`src/rtl/alu_operand_stage.sv`:
```
// ID/EX pipeline register with MEM/WB operand forwarding, ALU operand selection
// and load-use hazard detection for the decode stage.
module alu_operand_stage #(
  parameter int WIDTH = 32,
  parameter int REGW  = 5
) (
  input  logic             clk,
  input  logic             reset,
  input  logic             stall_e,
  input  logic             flush_e,
  input  logic             valid_d,
  input  logic [WIDTH-1:0] rd1_d,
  input  logic [WIDTH-1:0] rd2_d,
  input  logic [WIDTH-1:0] signimm_d,
  input  logic [REGW-1:0]  rs_d,
  input  logic [REGW-1:0]  rt_d,
  input  logic [REGW-1:0]  rd_d,
  input  logic [2:0]       alucontrol_d,
  input  logic             alusrc_d,
  input  logic             regdst_d,
  input  logic             regwrite_d,
  input  logic             memtoreg_d,
  input  logic             memwrite_d,
  input  logic             branch_d,
  input  logic [WIDTH-1:0] aluout_m,
  input  logic [REGW-1:0]  writereg_m,
  input  logic             regwrite_m,
  input  logic [WIDTH-1:0] result_w,
  input  logic [REGW-1:0]  writereg_w,
  input  logic             regwrite_w,
  output logic [WIDTH-1:0] srca_e,
  output logic [WIDTH-1:0] srcb_e,
  output logic [2:0]       alucontrol_e,
  output logic [WIDTH-1:0] writedata_e,
  output logic [REGW-1:0]  writereg_e,
  output logic             valid_e,
  output logic             regwrite_e,
  output logic             memtoreg_e,
  output logic             memwrite_e,
  output logic             branch_e,
  output logic             lwstall
);

  logic             valid_e_q,      valid_e_d;
  logic [WIDTH-1:0] rd1_e_q,        rd1_e_d;
  logic [WIDTH-1:0] rd2_e_q,        rd2_e_d;
  logic [WIDTH-1:0] signimm_e_q,    signimm_e_d;
  logic [REGW-1:0]  rs_e_q,         rs_e_d;
  logic [REGW-1:0]  rt_e_q,         rt_e_d;
  logic [REGW-1:0]  rd_e_q,         rd_e_d;
  logic [2:0]       alucontrol_e_q, alucontrol_e_d;
  logic             alusrc_e_q,     alusrc_e_d;
  logic             regdst_e_q,     regdst_e_d;
  logic             regwrite_e_q,   regwrite_e_d;
  logic             memtoreg_e_q,   memtoreg_e_d;
  logic             memwrite_e_q,   memwrite_e_d;
  logic             branch_e_q,     branch_e_d;

  logic [WIDTH-1:0] fwd_a;
  logic [WIDTH-1:0] fwd_b;
  logic [REGW-1:0]  writereg_sel;

  // Next-state: flush beats stall, stall beats load.
  always_comb begin
    valid_e_d      = valid_e_q;
    rd1_e_d        = rd1_e_q;
    rd2_e_d        = rd2_e_q;
    signimm_e_d    = signimm_e_q;
    rs_e_d         = rs_e_q;
    rt_e_d         = rt_e_q;
    rd_e_d         = rd_e_q;
    alucontrol_e_d = alucontrol_e_q;
    alusrc_e_d     = alusrc_e_q;
    regdst_e_d     = regdst_e_q;
    regwrite_e_d   = regwrite_e_q;
    memtoreg_e_d   = memtoreg_e_q;
    memwrite_e_d   = memwrite_e_q;
    branch_e_d     = branch_e_q;
    if (flush_e) begin
      valid_e_d      = 1'b0;
      rd1_e_d        = '0;
      rd2_e_d        = '0;
      signimm_e_d    = '0;
      rs_e_d         = '0;
      rt_e_d         = '0;
      rd_e_d         = '0;
      alucontrol_e_d = 3'b000;
      alusrc_e_d     = 1'b0;
      regdst_e_d     = 1'b0;
      regwrite_e_d   = 1'b0;
      memtoreg_e_d   = 1'b0;
      memwrite_e_d   = 1'b0;
      branch_e_d     = 1'b0;
    end else if (!stall_e) begin
      valid_e_d      = valid_d;
      rd1_e_d        = rd1_d;
      rd2_e_d        = rd2_d;
      signimm_e_d    = signimm_d;
      rs_e_d         = rs_d;
      rt_e_d         = rt_d;
      rd_e_d         = rd_d;
      alucontrol_e_d = alucontrol_d;
      alusrc_e_d     = alusrc_d;
      regdst_e_d     = regdst_d;
      regwrite_e_d   = regwrite_d;
      memtoreg_e_d   = memtoreg_d;
      memwrite_e_d   = memwrite_d;
      branch_e_d     = branch_d;
    end
  end

  always_ff @(posedge clk or negedge reset) begin
    if (!reset) begin
      valid_e_q      <= 1'b0;
      rd1_e_q        <= '0;
      rd2_e_q        <= '0;
      signimm_e_q    <= '0;
      rs_e_q         <= '0;
      rt_e_q         <= '0;
      rd_e_q         <= '0;
      alucontrol_e_q <= 3'b000;
      alusrc_e_q     <= 1'b0;
      regdst_e_q     <= 1'b0;
      regwrite_e_q   <= 1'b0;
      memtoreg_e_q   <= 1'b0;
      memwrite_e_q   <= 1'b0;
      branch_e_q     <= 1'b0;
    end else begin
      valid_e_q      <= valid_e_d;
      rd1_e_q        <= rd1_e_d;
      rd2_e_q        <= rd2_e_d;
      signimm_e_q    <= signimm_e_d;
      rs_e_q         <= rs_e_d;
      rt_e_q         <= rt_e_d;
      rd_e_q         <= rd_e_d;
      alucontrol_e_q <= alucontrol_e_d;
      alusrc_e_q     <= alusrc_e_d;
      regdst_e_q     <= regdst_e_d;
      regwrite_e_q   <= regwrite_e_d;
      memtoreg_e_q   <= memtoreg_e_d;
      memwrite_e_q   <= memwrite_e_d;
      branch_e_q     <= branch_e_d;
    end
  end

  // MEM is the younger producer, so it wins over WB; r0 is never forwarded.
  always_comb begin
    fwd_a = rd1_e_q;
    if (regwrite_m && (writereg_m != '0) && (writereg_m == rs_e_q))
      fwd_a = aluout_m;
    else if (regwrite_w && (writereg_w != '0) && (writereg_w == rs_e_q))
      fwd_a = result_w;

    fwd_b = rd2_e_q;
    if (regwrite_m && (writereg_m != '0) && (writereg_m == rt_e_q))
      fwd_b = aluout_m;
    else if (regwrite_w && (writereg_w != '0) && (writereg_w == rt_e_q))
      fwd_b = result_w;
  end

  always_comb begin
    writereg_sel = regdst_e_q ? rd_e_q : rt_e_q;
  end

  assign srca_e       = fwd_a;
  assign writedata_e  = fwd_b;
  assign srcb_e       = alusrc_e_q ? signimm_e_q : fwd_b;
  assign writereg_e   = writereg_sel;
  assign alucontrol_e = alucontrol_e_q;
  assign valid_e      = valid_e_q;
  assign regwrite_e   = regwrite_e_q;
  assign memtoreg_e   = memtoreg_e_q;
  assign memwrite_e   = memwrite_e_q;
  assign branch_e     = branch_e_q;

  // A load in E cannot forward its data in time for a dependent op in decode.
  assign lwstall = valid_e_q && memtoreg_e_q && regwrite_e_q && (writereg_sel != '0) &&
                   valid_d && ((rs_d == writereg_sel) || (rt_d == writereg_sel));

endmodule

```
`config.mk`:
```
export PLATFORM = sky130hd
export DESIGN_NAME = alu_operand_stage
export DESIGN_NICKNAME = d
export VERILOG_FILES = /design/src/rtl/alu_operand_stage.sv
export SDC_FILE = /design/constraint.sdc
export NUM_CORES = 1
export LEC_CHECK = 0
export CORE_MARGIN = 1.5
export CORE_UTILIZATION = 44
export DETAILED_ROUTE_END_ITERATION = 16
export PLACE_DENSITY = 0.8
export SYNTH_ARGS = -nofsm -noshare
export SYNTH_HDL_FRONTEND = slang
export SYNTH_SLANG_ARGS = --single-unit
```
`constraint.sdc`:
```
create_clock -name clk -period 2.81 [get_ports clk]
set_clock_uncertainty 0.2 [all_clocks]
set_input_delay 0.562 -clock clk [delete_from_list [all_inputs] [get_ports clk]]
set_output_delay 0.562 -clock clk [all_outputs]
set_load 0.01 [all_outputs]
```
## Word level (Yosys, flattened, before mapping)

Index checks and enable logic that the tools add are counted.

- Equality and inequality tests: 7
- Mux-type cells: 34
- Reduce and logical (&&, ||, !) cells: 15

Operators by type and width:

| operator | count |
|---|---|
| $mux 32 | 11 |
| $mux 5 | 7 |
| $eq 5x5->1 | 6 |
| $reduce_bool 5->1 | 3 |
| $mux 1 | 14 |
| $logic_and 1x1->1 | 11 |
| $mux 3 | 2 |
| $ne 2x1->1 const B | 1 |
| $logic_or 1x1->1 | 1 |

- Register bits after elaboration: 121
- Output and inout port bits: 110
- Word-level logic and storage cells: 70

## Longest topological paths before layout

Gate-level depths: netlist (run 1).

- Word-level depth: 6
- Gate-level depth with buffers: 7
- Depth with buffers taken out: 5

## Least setup slack after synthesis (run 1)

OpenSTA, ideal clock, no wires.

- Kind: input -> output
- Start: in writereg_w[1]
- End: out srca_e[10]
- Arrival: 2023 ps
- Path slack: 25 ps
- Stages on the path: 7
- Buffers on the path: 2
- Path through: or4_1 > o21a_1 > and4_1 > buf_6 > buf_12 > mux2i_1 > o21ai_1

- Cells in the longest elaborated chain, start to end: 5

RTL lines:

| element | line | source |
|---|---|---|
| from (decl) | 29 | `input logic [REGW-1:0] writereg_w,` |
| $reduce_bool 5->1 | 151 | `else if (regwrite_w && (writereg_w != '0) && (writereg_w == rs_e_q))` |
| $logic_and 1x1->1 | 151 |  |
| $logic_and 1x1->1 * | 151 |  |
| $mux 32 * | 151 |  |
| $mux 32 * | 149 | `if (regwrite_m && (writereg_m != '0) && (writereg_m == rs_e_q))` |
| to (decl) | 31 | `output logic [WIDTH-1:0] srca_e,` |

Every way passes the cells marked *; elsewhere a longest branch is shown, timed or not.

## Worst setup path after layout (run 1)

- Start: in writereg_w[1]
- End: out writedata_e[28]

- Cells in the longest elaborated chain, start to end: 5

RTL lines:

| element | line | source |
|---|---|---|
| $reduce_bool 5->1 | 157 | `else if (regwrite_w && (writereg_w != '0) && (writereg_w == rt_e_q))` |
| $logic_and 1x1->1 | 157 |  |
| $logic_and 1x1->1 * | 157 |  |
| $mux 32 * | 157 |  |
| $mux 32 * | 155 | `if (regwrite_m && (writereg_m != '0) && (writereg_m == rt_e_q))` |
| to (decl) | 34 | `output logic [WIDTH-1:0] writedata_e,` |

Marked as above.

==> results of run 1 <==
-- cell usage in the layout, fill, tap and decap left out, types with 3 or more instances in the layout --
master	n
sky130_fd_sc_hd__o21ai_2	3
sky130_fd_sc_hd__o21ai_1	29
sky130_fd_sc_hd__nor3_1	18
sky130_fd_sc_hd__buf_6	50
sky130_fd_sc_hd__clkbuf_16	21
sky130_fd_sc_hd__buf_2	94
sky130_fd_sc_hd__a221oi_4	6
sky130_fd_sc_hd__clkbuf_8	4
sky130_fd_sc_hd__xor2_1	16
sky130_fd_sc_hd__clkinv_2	3
sky130_fd_sc_hd__buf_16	8
sky130_fd_sc_hd__a221oi_2	26
sky130_fd_sc_hd__nor2_4	4
sky130_fd_sc_hd__buf_4	53
sky130_fd_sc_hd__nor3_4	3
sky130_fd_sc_hd__clkbuf_1	3
sky130_fd_sc_hd__a21oi_1	13
sky130_fd_sc_hd__nor2_1	148
sky130_fd_sc_hd__xnor2_1	10
sky130_fd_sc_hd__a21oi_2	19
sky130_fd_sc_hd__inv_1	37
sky130_fd_sc_hd__mux2i_4	23
sky130_fd_sc_hd__dlygate4sd2_1	4
sky130_fd_sc_hd__nand3_1	3
sky130_fd_sc_hd__nor3_2	18
sky130_fd_sc_hd__mux2i_2	13
sky130_fd_sc_hd__mux2i_1	154
sky130_fd_sc_hd__nand2_1	29
sky130_fd_sc_hd__buf_12	26
sky130_fd_sc_hd__clkdlybuf4s50_1	197
sky130_fd_sc_hd__buf_8	9
sky130_fd_sc_hd__dfrtp_1	119
-- worst max-delay path by stage --
stage / start / endpoint / slack, ns / cells past startpoint
2_1_floorplan: writereg_w[1] / srca_e[10] / 0.02 / 7
3_5_place_dp: writereg_w[3] / srcb_e[0] / -1.02 / 8
6_report: writereg_w[1] / writedata_e[28] / -0.50 / 9
3_3_place_gp: writereg_w[1] / srca_e[31] / -1.00 / 7
4_1_cts: rt_e_q[3]$_DFFE_PN0P_ / srcb_e[11] / -0.56 / 10
5_1_grt: rt_e_q[4]$_DFFE_PN0P_ / srcb_e[9] / -0.58 / 10
-- layer usage --
layer | vias to the layer above | track usage
met5 | - | 0
met4 | 2 | 0.162
met3 | 143 | 0.0841
met2 | 492 | 0.563
met1 | 3908 | 0.383
li1 | 3511 | -
-- registers in the layout, indices dropped and copies added (netlist names) --
name and count:
memtoreg_e 1, regwrite_e 1, rd1_e_q 32, memwrite_e 1, branch_e 1, signimm_e_q 32, valid_e 1, regdst_e_q 1
rs_e_q 5, rd_e_q 5, alucontrol_e 3, rd2_e_q 32, alusrc_e_q 1, rt_e_q 5
-- kinds of logic (layout without fill, tap and decap cells) --
kind of cell              after synthesis  count (layout)  synth area share
AOI/OAI and AO/OA                     100             100             0.110
xor gates and xnor gates               30              30            0.0350
buffers and inverters                  99             519            0.0682
DFF                                   121             121             0.403
muxes                                 190             190             0.253
other                                   0               1                 0
and+or+nand+nor                       235             235             0.130
-- metrics by stage --
| step | hold WS (ns) | setup slack (ns) | util | power (mW) |
|---|---|---|---|---|
| after floorplan | 0.0664 | 0.0246 | - | 2.49 |
| after detailed placement | 0.313 | -1.02 | 0.673 | 3.30 |
| after CTS | 0.325 | -0.557 | 0.760 | 5.50 |
| after global routing | 0.337 | -0.583 | 0.794 | 5.81 |
| after global placement | 0.303 | -1.00 | 0.673 | 3.28 |
| final | 0.318 | -0.498 | 0.794 | 5.60 |
-- cell usage after synthesis --
master / instances
sky130_fd_sc_hd__buf_4: 4
sky130_fd_sc_hd__xor2_1: 18
sky130_fd_sc_hd__a221oi_1: 2
sky130_fd_sc_hd__nand3_1: 3
sky130_fd_sc_hd__nor2_1: 154
sky130_fd_sc_hd__or4_1: 2
sky130_fd_sc_hd__buf_12: 6
sky130_fd_sc_hd__xnor2_1: 12
sky130_fd_sc_hd__mux2i_1: 190
sky130_fd_sc_hd__inv_1: 37
sky130_fd_sc_hd__nand3_2: 1
sky130_fd_sc_hd__o21ai_1: 30
sky130_fd_sc_hd__a31oi_2: 1
sky130_fd_sc_hd__nand4_4: 1
sky130_fd_sc_hd__dfrtp_1: 121
sky130_fd_sc_hd__o21a_1: 2
sky130_fd_sc_hd__and4_1: 2
sky130_fd_sc_hd__clkbuf_1: 29
sky130_fd_sc_hd__buf_2: 16
sky130_fd_sc_hd__a221oi_2: 30
sky130_fd_sc_hd__a211oi_1: 1
sky130_fd_sc_hd__nand4_1: 1
sky130_fd_sc_hd__o21ai_0: 2
sky130_fd_sc_hd__nand2_1: 32
sky130_fd_sc_hd__a21oi_1: 32
sky130_fd_sc_hd__buf_1: 6
sky130_fd_sc_hd__buf_6: 1
sky130_fd_sc_hd__nor3_1: 39
-- power groups by stage --
stage	clock network (mW)	logic, mW	registers (mW)
4_1_cts	2.19	1.39	1.92
6_report	2.18	1.49	1.93
5_1_grt	2.29	1.58	1.94
2_1_floorplan	0	0.568	1.92
3_3_place_gp	0	1.34	1.94
3_5_place_dp	0	1.36	1.94
-- worst min-delay path, cell delays in order (launching register included) --
cell	delay (ns)
sky130_fd_sc_hd__dfrtp_1	0.34
sky130_fd_sc_hd__mux2i_1	0.07
sky130_fd_sc_hd__nor2_1	0.07
-- timing repair --
action                                  4_1_cts  5_1_grt
gates resized for setup                     539      121
endpoints found under the hold margin        35        0
pin swaps                                    48       44
gates cloned                                 11        5
buffers inserted                             51       21
hold buffers                                  1        0
endpoints found under the setup margin       97       99
-- area by class of cell --
class	instances	area, um2	share of cell area
multi-input cells	555	4700	0.356
repair buffers	451	4470	0.339
flip-flops and latches	121	3030	0.229
clock buffers	24	492	0.0372
well taps	220	275	0.0208
inverters	37	139	0.0105
clock inverters	7	91.3	0.00691
diodes	1	2.50	0.000189
==> run summary, run 1 <==
The routed layout has 8,056 vias. In the global route stage, overall resource usage came out at 0.329. The height of the die came out at 134 um. The path with the worst hold slack has its endpoint at signimm_e_q[14]$_DFFE_PN0P_. The maximum buffer depth of the clock tree came out at 2.

The highest cell delay on the worst timing path is between 0.5 and 0.6 ns. The final instance count without filler cells came out at 1,416. In this run the critical register-to-register path is captured at rt_e_q[4]$_DFFE_PN0P_. Data arrives at the worst endpoint at around 2.6 ns. For flop-to-flop paths, the worst setup slack is 1.54 ns. TritonCTS built the clock tree. The maximum clock frequency came out at slightly above 300 MHz.

The final reports fail on setup timing. The unique cell type count in the Yosys netlist is 28. The fill cell instance count of the final layout came out at 1,004. The setup slack of the critical path after layout came out at -0.498 ns. The final layout contains routed wiring with a total length of roughly 32,000 um. The residual DRC count came out at 0. The normalized max-slew margin is 0.591. The floorplan die area came out at 17,900 um2. The critical path buffer and inverter count is 4. The clock latency of the later-clocked register in the worst-skew pair came out at 0.42 ns. The maximum resistive drop on vdd is 0.000417 V. The number of clock buffers added by TritonCTS is 17. The logic depth of the worst register-to-register path came out at 5.

The flow ran to the end, but the final reports show violations. The share of total power dissipated in sequential elements is 0.345. The worst hold path begins at signimm_e_q[14]$_DFFE_PN0P_.

The switching power share of the total came out at 0.280. Summed over all cells, the static leakage comes to a little over 6 nW. Entering global routing, the biggest net connects 122 pins. The number of global-route vias before repair is 8,194.

The H-tree was split into 4 levels. The slowest stage of the critical path belongs to the cell sky130_fd_sc_hd__or4_1. The effective utilization at floorplan came out at 0.451.

The final count of hold timing violations was 0. After detailed routing, the wire length on met1 is 11,900 um. After the last flow step, the layout net total stands at around 1,400. The clock network fraction of total power came out at 0.389.

The cell type with the largest total area after synthesis is sky130_fd_sc_hd__dfrtp_1. In this run the cell area of the synthesized design comes to about 7500 um2. The startpoint identified for the worst register-to-register timing path is rt_e_q[4]$_DFFE_PN0P_. From left edge to right edge, the die measures 134 um. The root cell of the clock tree is sky130_fd_sc_hd__clkbuf_16. Of all nets on the critical path, the largest fanout is 11. The total cell area at the placement stage came out at 11,200 um2. The clock input transition at the sequential cells of the worst setup and hold paths is 0.05 ns.

The critical path is of the in2out type. Setup repair after global routing could not meet its margin everywhere. The accumulated negative setup slack came out at -36.40 ns. Ranked by total cell area, the synthesized netlist is headed by sky130_fd_sc_hd__dfrtp_1, sky130_fd_sc_hd__mux2i_1, sky130_fd_sc_hd__nor2_1, sky130_fd_sc_hd__a221oi_2, sky130_fd_sc_hd__nor3_1.

Counting I/O delays and the setup requirement, the final critical path takes around 3.3 ns. The total overflow left after global routing is 0. The ratio of total power to cell area is 424 nW/um2. The mean number of vias per cell came out at 5.69.

Broken down by cell family, the worst path's largest delay share belongs to simple AND/OR/NAND/NOR gates. The ratio of cells with drive above 1 in the final layout is 0.341. The type of origin of the critical path is an input pin. The worst path required time came out at approximately 2 ns. The synthesized netlist cell count came out at 775. The critical path goes through buf_6 > or4_1 > o21a_1 > nand4_4 > buf_12 > buf_4 > mux2i_2 > a21oi_1 > dlygate4sd2_1. The remaining antenna violation count is 0. The initial antenna violation count came out at 2. The last weighted congestion value of the routability-driven placer came out at 0.881. The quantity of I/O buffers inserted on ports is 310. For this design the total switching power over the nets is 1.57 mW. The row count came out at 47. Clock tree synthesis found a total of 121 sinks. The top layer used by detailed routing is met5. The share of the synthesized area in the top cell type is 0.403. The number of top-level pins came out at around 310. For this run, the register share of the synthesized area comes to 0.403. The final number of setup-violating endpoints is 97. The first-pass GRT wire length came out at 44,900 um. The routed design uses 15,800 um of met2 wire. The internal portion of the total power is 4.03 mW.

The first-iteration detailed-routing DRC count is 414. The register bit count reported by yosys is around 120. Counting tap cells, the placed design contains a total of 1,305 instances.

In the final routed layout, each cell accounts on average for 22.6 um. The slew of the pin with the lowest slew margin is 0.614 ns. The max-cap violation count is 0. STA classifies the critical path endpoint as a primary output. The tightest min-delay check is of the reg2reg type. The pre-antenna-repair detailed-routing pass consisted of 5 iterations.

The final instance area came out at about 13,000 um2. The period utilization is 1.18. The count of yosys warnings during synthesis is 0. The region available for standard cell placement spans 16,600 um2. The number of stages on the worst hold path is 2. The final max-slew violation count was 0. The detailed placement HPWL came out at 17,900 um.

The sum of met3 wire segment lengths after detailed routing is ~2400 um. The mean instance size in the synthesized netlist is 9.69 um2. From synthesis to final layout, the design area changed by 76.0%.

The combinational fraction of design power came out at 0.266. Synthesis produced a netlist with a net count of 976.
No activity file was read; power rests on OpenSTA's default activity.
==> run 2: changes to the inputs <==
--- a/config.mk
+++ b/config.mk
@@ -8,7 +8,7 @@
 export CORE_MARGIN = 1.5
 export CORE_UTILIZATION = 44
 export DETAILED_ROUTE_END_ITERATION = 16
-export PLACE_DENSITY = 0.8
+export PLACE_DENSITY_LB_ADDON = 0.25
 export SYNTH_ARGS = -nofsm -noshare
 export SYNTH_HDL_FRONTEND = slang
 export SYNTH_SLANG_ARGS = --single-unit
==> run summary, run 2 (synthesized netlist as in run 1, its figures left out) <==
The core footprint came to 16,600 um2 (unchanged). The final max-slew violation count is 0 (unchanged). The setup slack of the critical path after layout is -0.459 ns (+0.0392 ns).

The overall die width was 134 um (unchanged). The final count of hold timing violations came out at 0 (unchanged). The ratio of cells with drive above 1 in the final layout came out at 0.386 (+0.0453). The first-iteration detailed-routing DRC count was 497 (+20%). The max-cap violation count came out at 0 (unchanged).

The last weighted congestion value of the routability-driven placer is 0.877 (-0.45%). For this design, the slowest cell found on the critical path is sky130_fd_sc_hd__dfrtp_1. The final number of setup-violating endpoints is 96 (-1.0%). In the layout the commonest cells are sky130_fd_sc_hd__clkdlybuf4s50_1, sky130_fd_sc_hd__mux2i_1, sky130_fd_sc_hd__nor2_1. The floorplan die area came out at 17,900 um2 (unchanged).

The normalized max-slew margin came out at 0.675 (+0.0836). The first-pass GRT wire length is 46,100 um (+2.7%). The flow ran to the end, but the final reports show violations. The quantity of I/O buffers inserted on ports is 310 (unchanged). The total instance count after detailed placement is 1,304 (-0.077%). The area growth from synthesis to layout came out at 82.7%. Setup repair after global routing could not meet its margin everywhere. On the critical path the largest part of the delay comes from buffers and inverters.

The clock latency of the later-clocked register in the worst-skew pair was 0.42 ns (about the same). The final reports fail on setup timing. The largest net degree at the start of global routing is 99 (-19%). The residual DRC count was 0 (unchanged). The effective utilization at floorplan is 0.451 (unchanged). By instance count, the cell type seen most on the critical path is sky130_fd_sc_hd__buf_12. The maximum buffer depth of the clock tree is 2 (unchanged). The number of detailed-route iterations in the first pass came out at 5 (unchanged). The maximum clock frequency is 306 MHz (+1.2%).

The remaining antenna violation count came to 0 (unchanged). The type of origin of the critical path is a flop. The critical path capture point type is a primary output.

The total power consumption of the routed design came out at 5.84 mW (+4.2%). The slew of the pin with the lowest slew margin was 0.488 ns (-0.125 ns). The maximum net fanout on the critical path is 4 (-7).

The number of global-route vias before repair was 8,078 (-1.4%). The net count of the finished layout was 1,380 (-0.29%). The row count is 47 (unchanged). The mean number of vias per cell is 5.64 (-0.81%). Traced cell by cell, the critical path runs through xor2_1 > nor3_2 > buf_4 > nand4_4 > buf_12 > buf_12 > buf_12 > mux2i_4 > a221oi_2 > buf_2. The final instance count without filler cells was 1,415 (-0.071%). The class of the most critical setup path is reg2out. The data arrival time of the critical path is 2.51 ns (-0.04 ns). The H-tree depth was 4 (unchanged). The clock input transition at the sequential cells of the worst setup and hold paths came out at 0.06 ns (about the same).

The root cell of the clock tree is sky130_fd_sc_hd__clkbuf_16. The final critical delay including setup and external delays is 3.27 ns (-0.0392 ns). The number of buffers created by CTS is 17 (unchanged). The highest cell delay on the worst timing path came out at 0.40 ns (-0.12 ns).

The detailed placement HPWL came out at 18,000 um (+0.16%). The worst slack at placement came out at -1.14 ns (-0.125 ns). The largest registers in the layout are rd1_e_q x32, rd2_e_q x32, signimm_e_q x32.

The leading cell type in the layout, fill and taps excluded is sky130_fd_sc_hd__clkdlybuf4s50_1. TritonCTS built the clock tree. The aggregate routed wire length came to 32,100 um (+0.52%). The number of top-level pins is 311 (unchanged).

The average detailed-routed wire length per instance came out at 22.7 um (+0.59%). The leakage power figure is 6.31 nW (+3.7%). The ratio of total power to cell area was 426 nW/um2 (+0.41%). The critical path buffer and inverter count was 5 (+1). The period utilization is 1.16 (-0.0140). The aggregate global-route resource usage came out at 0.341 (+0.0122). The initial antenna violation count was 3 (+1). The height of the die came out at 134 um (unchanged).

The type of the tightest min-delay check is in2reg. The worst path required time came out at 2.05 ns (about the same). The maximum resistive drop on vdd is 0.000448 V (+7.6%). The number of sinks driven by the clock tree came out at 121 (unchanged). The total overflow reported by the global router was 0 (unchanged).

The via count is 7,985 (-0.88%).
[run 2: cell types whose count changed in the layout (fill, tap and decap cells not counted), sizes merged]
cell           previous run  this run
dlymetal6s2s              2         1
clkinvlp                  1         3
inv                      37        38
clkdlybuf4s50           197       199
clkinv                    4         2
dlygate4sd2               4         1
clkbuf                   29        28
buf                     240       238
clkdlybuf4s15             2         0
diode                     1         3
bufinv                    2         5
[run 2: power breakdown]
part           total, mW  leakage (nW)  switching (mW)  internal (mW)
registers           1.93          1.60          0.0924           1.84
logic               1.51          4.41           0.703          0.807
clock network       2.40         0.298           0.819           1.58
total               5.84          6.31            1.61           4.23
[run 2: final timing paths]
| check | end | cells after the start | slack, ns | start |
|---|---|---|---|---|
| worst min register to register | rd1_e_q[3]$_DFFE_PN0P_ | 2 | 0.32 | rd1_e_q[3]$_DFFE_PN0P_ |
| min in group asynchronous | signimm_e_q[6]$_DFFE_PN0P_ | 2 | 0.39 | reset |
| worst max register to register | alusrc_e_q$_DFFE_PN0P_ | 3 | 1.44 | alusrc_e_q$_DFFE_PN0P_ |
| worst min-delay path | rd2_e_q[13]$_DFFE_PN0P_ | 2 | 0.32 | flush_e |
| worst max-delay path | srcb_e[23] | 10 | -0.46 | rt_e_q[3]$_DFFE_PN0P_ |
| max in group asynchronous | rt_e_q[0]$_DFFE_PN0P_ | 3 | 1.30 | reset |
[run 2: final cells by class]
cell class                      instances  area (um2)
Timing Repair Buffer                  447        4620
Fill cell                             955        2930
Antenna cell                            3        7.51
Clock inverter                         11         195
Inverter                               37         139
Clock buffer                           21         440
Tap cell                              220         275
Sequential cell                       121        3030
Multi-Input combinational cell        555        5000
[run 2: per-layer routing]
layer  wire length, um  track usage  vias to the layer above
met5                 0            0                        -
met4              1740        0.180                        0
met3              2760       0.0947                      139
met2             15600        0.571                      440
met1             12100        0.398                     3891
li1                  -            -                     3515
[run 2: what timing repair did]
action / in CTS / in global routing
pin swaps: 65 / 28
hold buffers: 1 / 0
resized for setup: 623 / 107
gates cloned: 19 / 6
setup endpoints to repair: 97 / 98
hold endpoints to repair: 17 / 0
buffers inserted: 43 / 17
[run 2: through the flow]
stage / TNS [ns] / hold WS, ns / instance area (um2) / util
after global routing: -37.32 / 0.315 / 13700 / 0.824
final: -32.94 / 0.321 / 13700 / 0.824
after CTS: -32.64 / 0.308 / 13200 / 0.792
after floorplan: 0 / 0.0664 / 7510 / -
after detailed placement: -97.77 / 0.277 / 11200 / 0.671
after global placement: -93.43 / 0.276 / 11200 / 0.671
[run 2: worst register-to-register path, delay by kind of cell, from the launching register on]
family / cells / cell delay (ns)
multiplexers: 1 / 0.15
AND/OR/NAND/NOR: 1 / 0.11
flip-flops: 1 / 0.51
buffers and inverters: 1 / 0.33
==> run 3: changes to the inputs <==
--- a/config.mk
+++ b/config.mk
@@ -5,9 +5,12 @@
 export SDC_FILE = /design/constraint.sdc
 export NUM_CORES = 1
 export LEC_CHECK = 0
+export ABC_CLOCK_PERIOD_IN_PS = 2810
 export CORE_MARGIN = 1.5
 export CORE_UTILIZATION = 44
 export DETAILED_ROUTE_END_ITERATION = 16
+export GPL_TIMING_DRIVEN = 1
+export MAX_ROUTING_LAYER = met4
 export PLACE_DENSITY_LB_ADDON = 0.25
 export SYNTH_ARGS = -nofsm -noshare
 export SYNTH_HDL_FRONTEND = slang
==> run summary, run 3 (synthesized netlist as in run 1, its figures left out) <==
The total power consumption of the routed design was 5.86 mW (+0.26%). The origin of the worst min-delay path is signimm_e_q[3]$_DFFE_PN0P_. The net count of the finished layout came out at 1,384 (+0.29%). STA classifies the critical path startpoint as a flop. The last weighted congestion value of the routability-driven placer came to 0.940 (+7.2%). The leading cell type in the layout, fill and taps excluded is sky130_fd_sc_hd__clkdlybuf4s50_1. The utilization after layout came to 0.785 (-0.0394).

The height of the die is 134 um (unchanged). The final instance count without filler cells came out at 1,416 (+0.071%). Setup repair after global routing could not meet its margin everywhere.

The initial antenna violation count is 0 (-3). The setup path with the least slack is of type reg2out. The final instance area is 13,100 um2 (-4.8%). The worst slack at placement is -1.11 ns (+0.0320 ns).

The final count of hold timing violations is 0 (unchanged). The most prevalent standard cell on the critical path is sky130_fd_sc_hd__buf_8. The data arrival time of the critical path came to 2.66 ns (+0.15 ns). The final max-slew violation count is 0 (unchanged). The normalized max-slew margin is 0.589 (-0.0851). The total cell area at the placement stage is 11,100 um2 (-0.22%). The period utilization was 1.22 (+0.0556). The worst reg-to-reg setup slack came out at 1.47 ns (+0.03 ns). The residual DRC count was 0 (unchanged). The checks that failed: setup timing.

The first-pass GRT wire length came out at 42,700 um (-7.3%). The total instance count after detailed placement is 1,299 (-0.38%). For this design, the slowest cell found on the critical path is sky130_fd_sc_hd__dfrtp_1. The largest net degree at the start of global routing came out at 122 (+23%).

The worst path required time is 2.05 ns (about the same). The leakage power figure is 6.00 nW (-4.9%). The number of buffers created by CTS is 17 (unchanged). The remaining antenna violation count is 0 (unchanged). The quantity of I/O buffers inserted on ports is 310 (unchanged). The first-iteration detailed-routing DRC count came out at 437 (-12%). The maximum clock frequency came out at 292 MHz (-4.6%). The smallest hold slack is 0.325 ns (+0.00357 ns).

The accumulated negative setup slack was -42.65 ns (-9.71 ns). The ratio of cells with drive above 1 in the final layout came out at 0.331 (-0.0545). The final number of setup-violating endpoints is 97 (+1.0%).

The effective utilization at floorplan is 0.451 (unchanged). The clock latency of the later-clocked register in the worst-skew pair came out at 0.42 ns (about the same). The total overflow reported by the global router is 0 (unchanged). The H-tree depth was 4 (unchanged). STA classifies the critical path endpoint as a primary output. The setup slack of the critical path after layout is -0.615 ns (-0.156 ns).

The mean number of vias per cell came out at 5.42 (-4.0%). The type of the tightest min-delay check is reg2reg. The run finished, with violations left.

The number of sinks driven by the clock tree came to 121 (unchanged). In this run the clock root is driven by a sky130_fd_sc_hd__clkbuf_16. The aggregate routed wire length came out at 29,200 um (-9.1%).

The overall die width is 134 um (unchanged). The detailed placement HPWL is 17,700 um (-1.6%). The endpoint identified for the worst register-to-register timing path is alusrc_e_q$_DFFE_PN0P_. The core footprint is 16,600 um2 (unchanged). The aggregate global-route resource usage came to 0.324 (-0.0172). The max-cap violation count came out at 0 (unchanged).

The via count is 7,675 (-3.9%). The critical path goes through xor2_1 > nor3_1 > buf_4 > nand4_4 > clkbuf_16 > buf_12 > buf_8 > buf_8 > mux2i_4 > a221oi_2 > buf_2. The row count is 47 (unchanged). The number of top-level pins came out at 311 (unchanged).

The ratio of total power to cell area came out at 448 nW/um2 (+5.3%). The logic depth of the worst register-to-register path is 3 (unchanged). The number of global-route vias before repair came out at 7,599 (-5.9%).

Leaving out fill and tap cells, the most frequent cells in the layout are sky130_fd_sc_hd__clkdlybuf4s50_1, sky130_fd_sc_hd__nor2_1, sky130_fd_sc_hd__mux2i_1. The final critical delay including setup and external delays is 3.43 ns (+0.156 ns). In the final layout, the registers with the most flip-flops are rd1_e_q x32, rd2_e_q x32, signimm_e_q x32. The path with the worst hold slack has its endpoint at signimm_e_q[3]$_DFFE_PN0P_. The slew of the pin with the lowest slew margin came to 0.616 ns (+0.128 ns). The TritonCTS clock tree is yes. The startpoint identified for the worst register-to-register timing path is alusrc_e_q$_DFFE_PN0P_. The floorplan die area is 17,900 um2 (unchanged).

The maximum buffer depth of the clock tree came to 2 (unchanged). The number of stages on the worst hold path is 2 (unchanged). The number of detailed-route iterations in the first pass came out at 5 (unchanged). The clock input transition at the sequential cells of the worst setup and hold paths is 0.05 ns (about the same). The maximum net fanout on the critical path is 3 (-1). From synthesis to final layout, the design area changed by 74.0%. The maximum resistive drop on vdd came out at 0.000433 V (-3.5%). The average detailed-routed wire length per instance came out at 20.6 um (-9.2%). The highest cell delay on the worst timing path was 0.41 ns (about the same).
run 3: worst max-delay path, delay by kind of cell, from the launching register on:
| kind | cells | cell delay, ns |
|---|---|---|
| compound gates | 1 | 0.26 |
| xor+xnor | 1 | 0.17 |
| buf+inv | 6 | 0.88 |
| flops | 1 | 0.41 |
| mux | 1 | 0.18 |
| simple gates | 2 | 0.32 |
run 3: how the worst max path moves through the flow:
stage,start,endpoint
floorplan,writereg_w[1],srca_e[10]
CTS,writereg_w[2],writedata_e[29]
global placement,writereg_w[1],writedata_e[0]
detailed placement,writereg_w[2],writedata_e[0]
global route,rt_e_q[4]$_DFFE_PN0P_,srcb_e[9]
finish,rt_e_q[4]$_DFFE_PN0P_,srcb_e[9]
run 3: area by class of cell:
class                           instances  area [um2]
Timing Repair Buffer                  451        4260
Sequential cell                       121        3030
Clock buffer                           21         470
Clock inverter                         10         189
Antenna cell                            1        2.50
Multi-Input combinational cell        555        4690
Inverter                               37         139
Tap cell                              220         275
Fill cell                            1098        3580
run 3: routing by layer:
layer  track usage  share of wire  up-vias  routed length (um)
li1              -              -     3514                   -
met1         0.382           0.39     3702               11500
met2         0.527           0.49      360               14400
met3        0.0845          0.075       99                2190
met4         0.131          0.038        0                1110
met5             -              0        -                   0
run 3: report_power, final:
group | leakage (nW) | internal [mW] | switching, mW | total (mW)
registers | 1.60 | 1.84 | 0.0896 | 1.93
logic | 4.09 | 0.797 | 0.669 | 1.47
clock network | 0.308 | 1.64 | 0.816 | 2.46
run 3: repair_timing:
| item | 4_1_cts | 5_1_grt |
|---|---|---|
| buffers inserted | 51 | 38 |
| gates resized for setup | 484 | 135 |
| endpoints found under the hold margin | 40 | 0 |
| pin swaps | 27 | 35 |
| endpoints found under the setup margin | 99 | 99 |
| gates cloned | 6 | 1 |
| hold buffers | 1 | 0 |
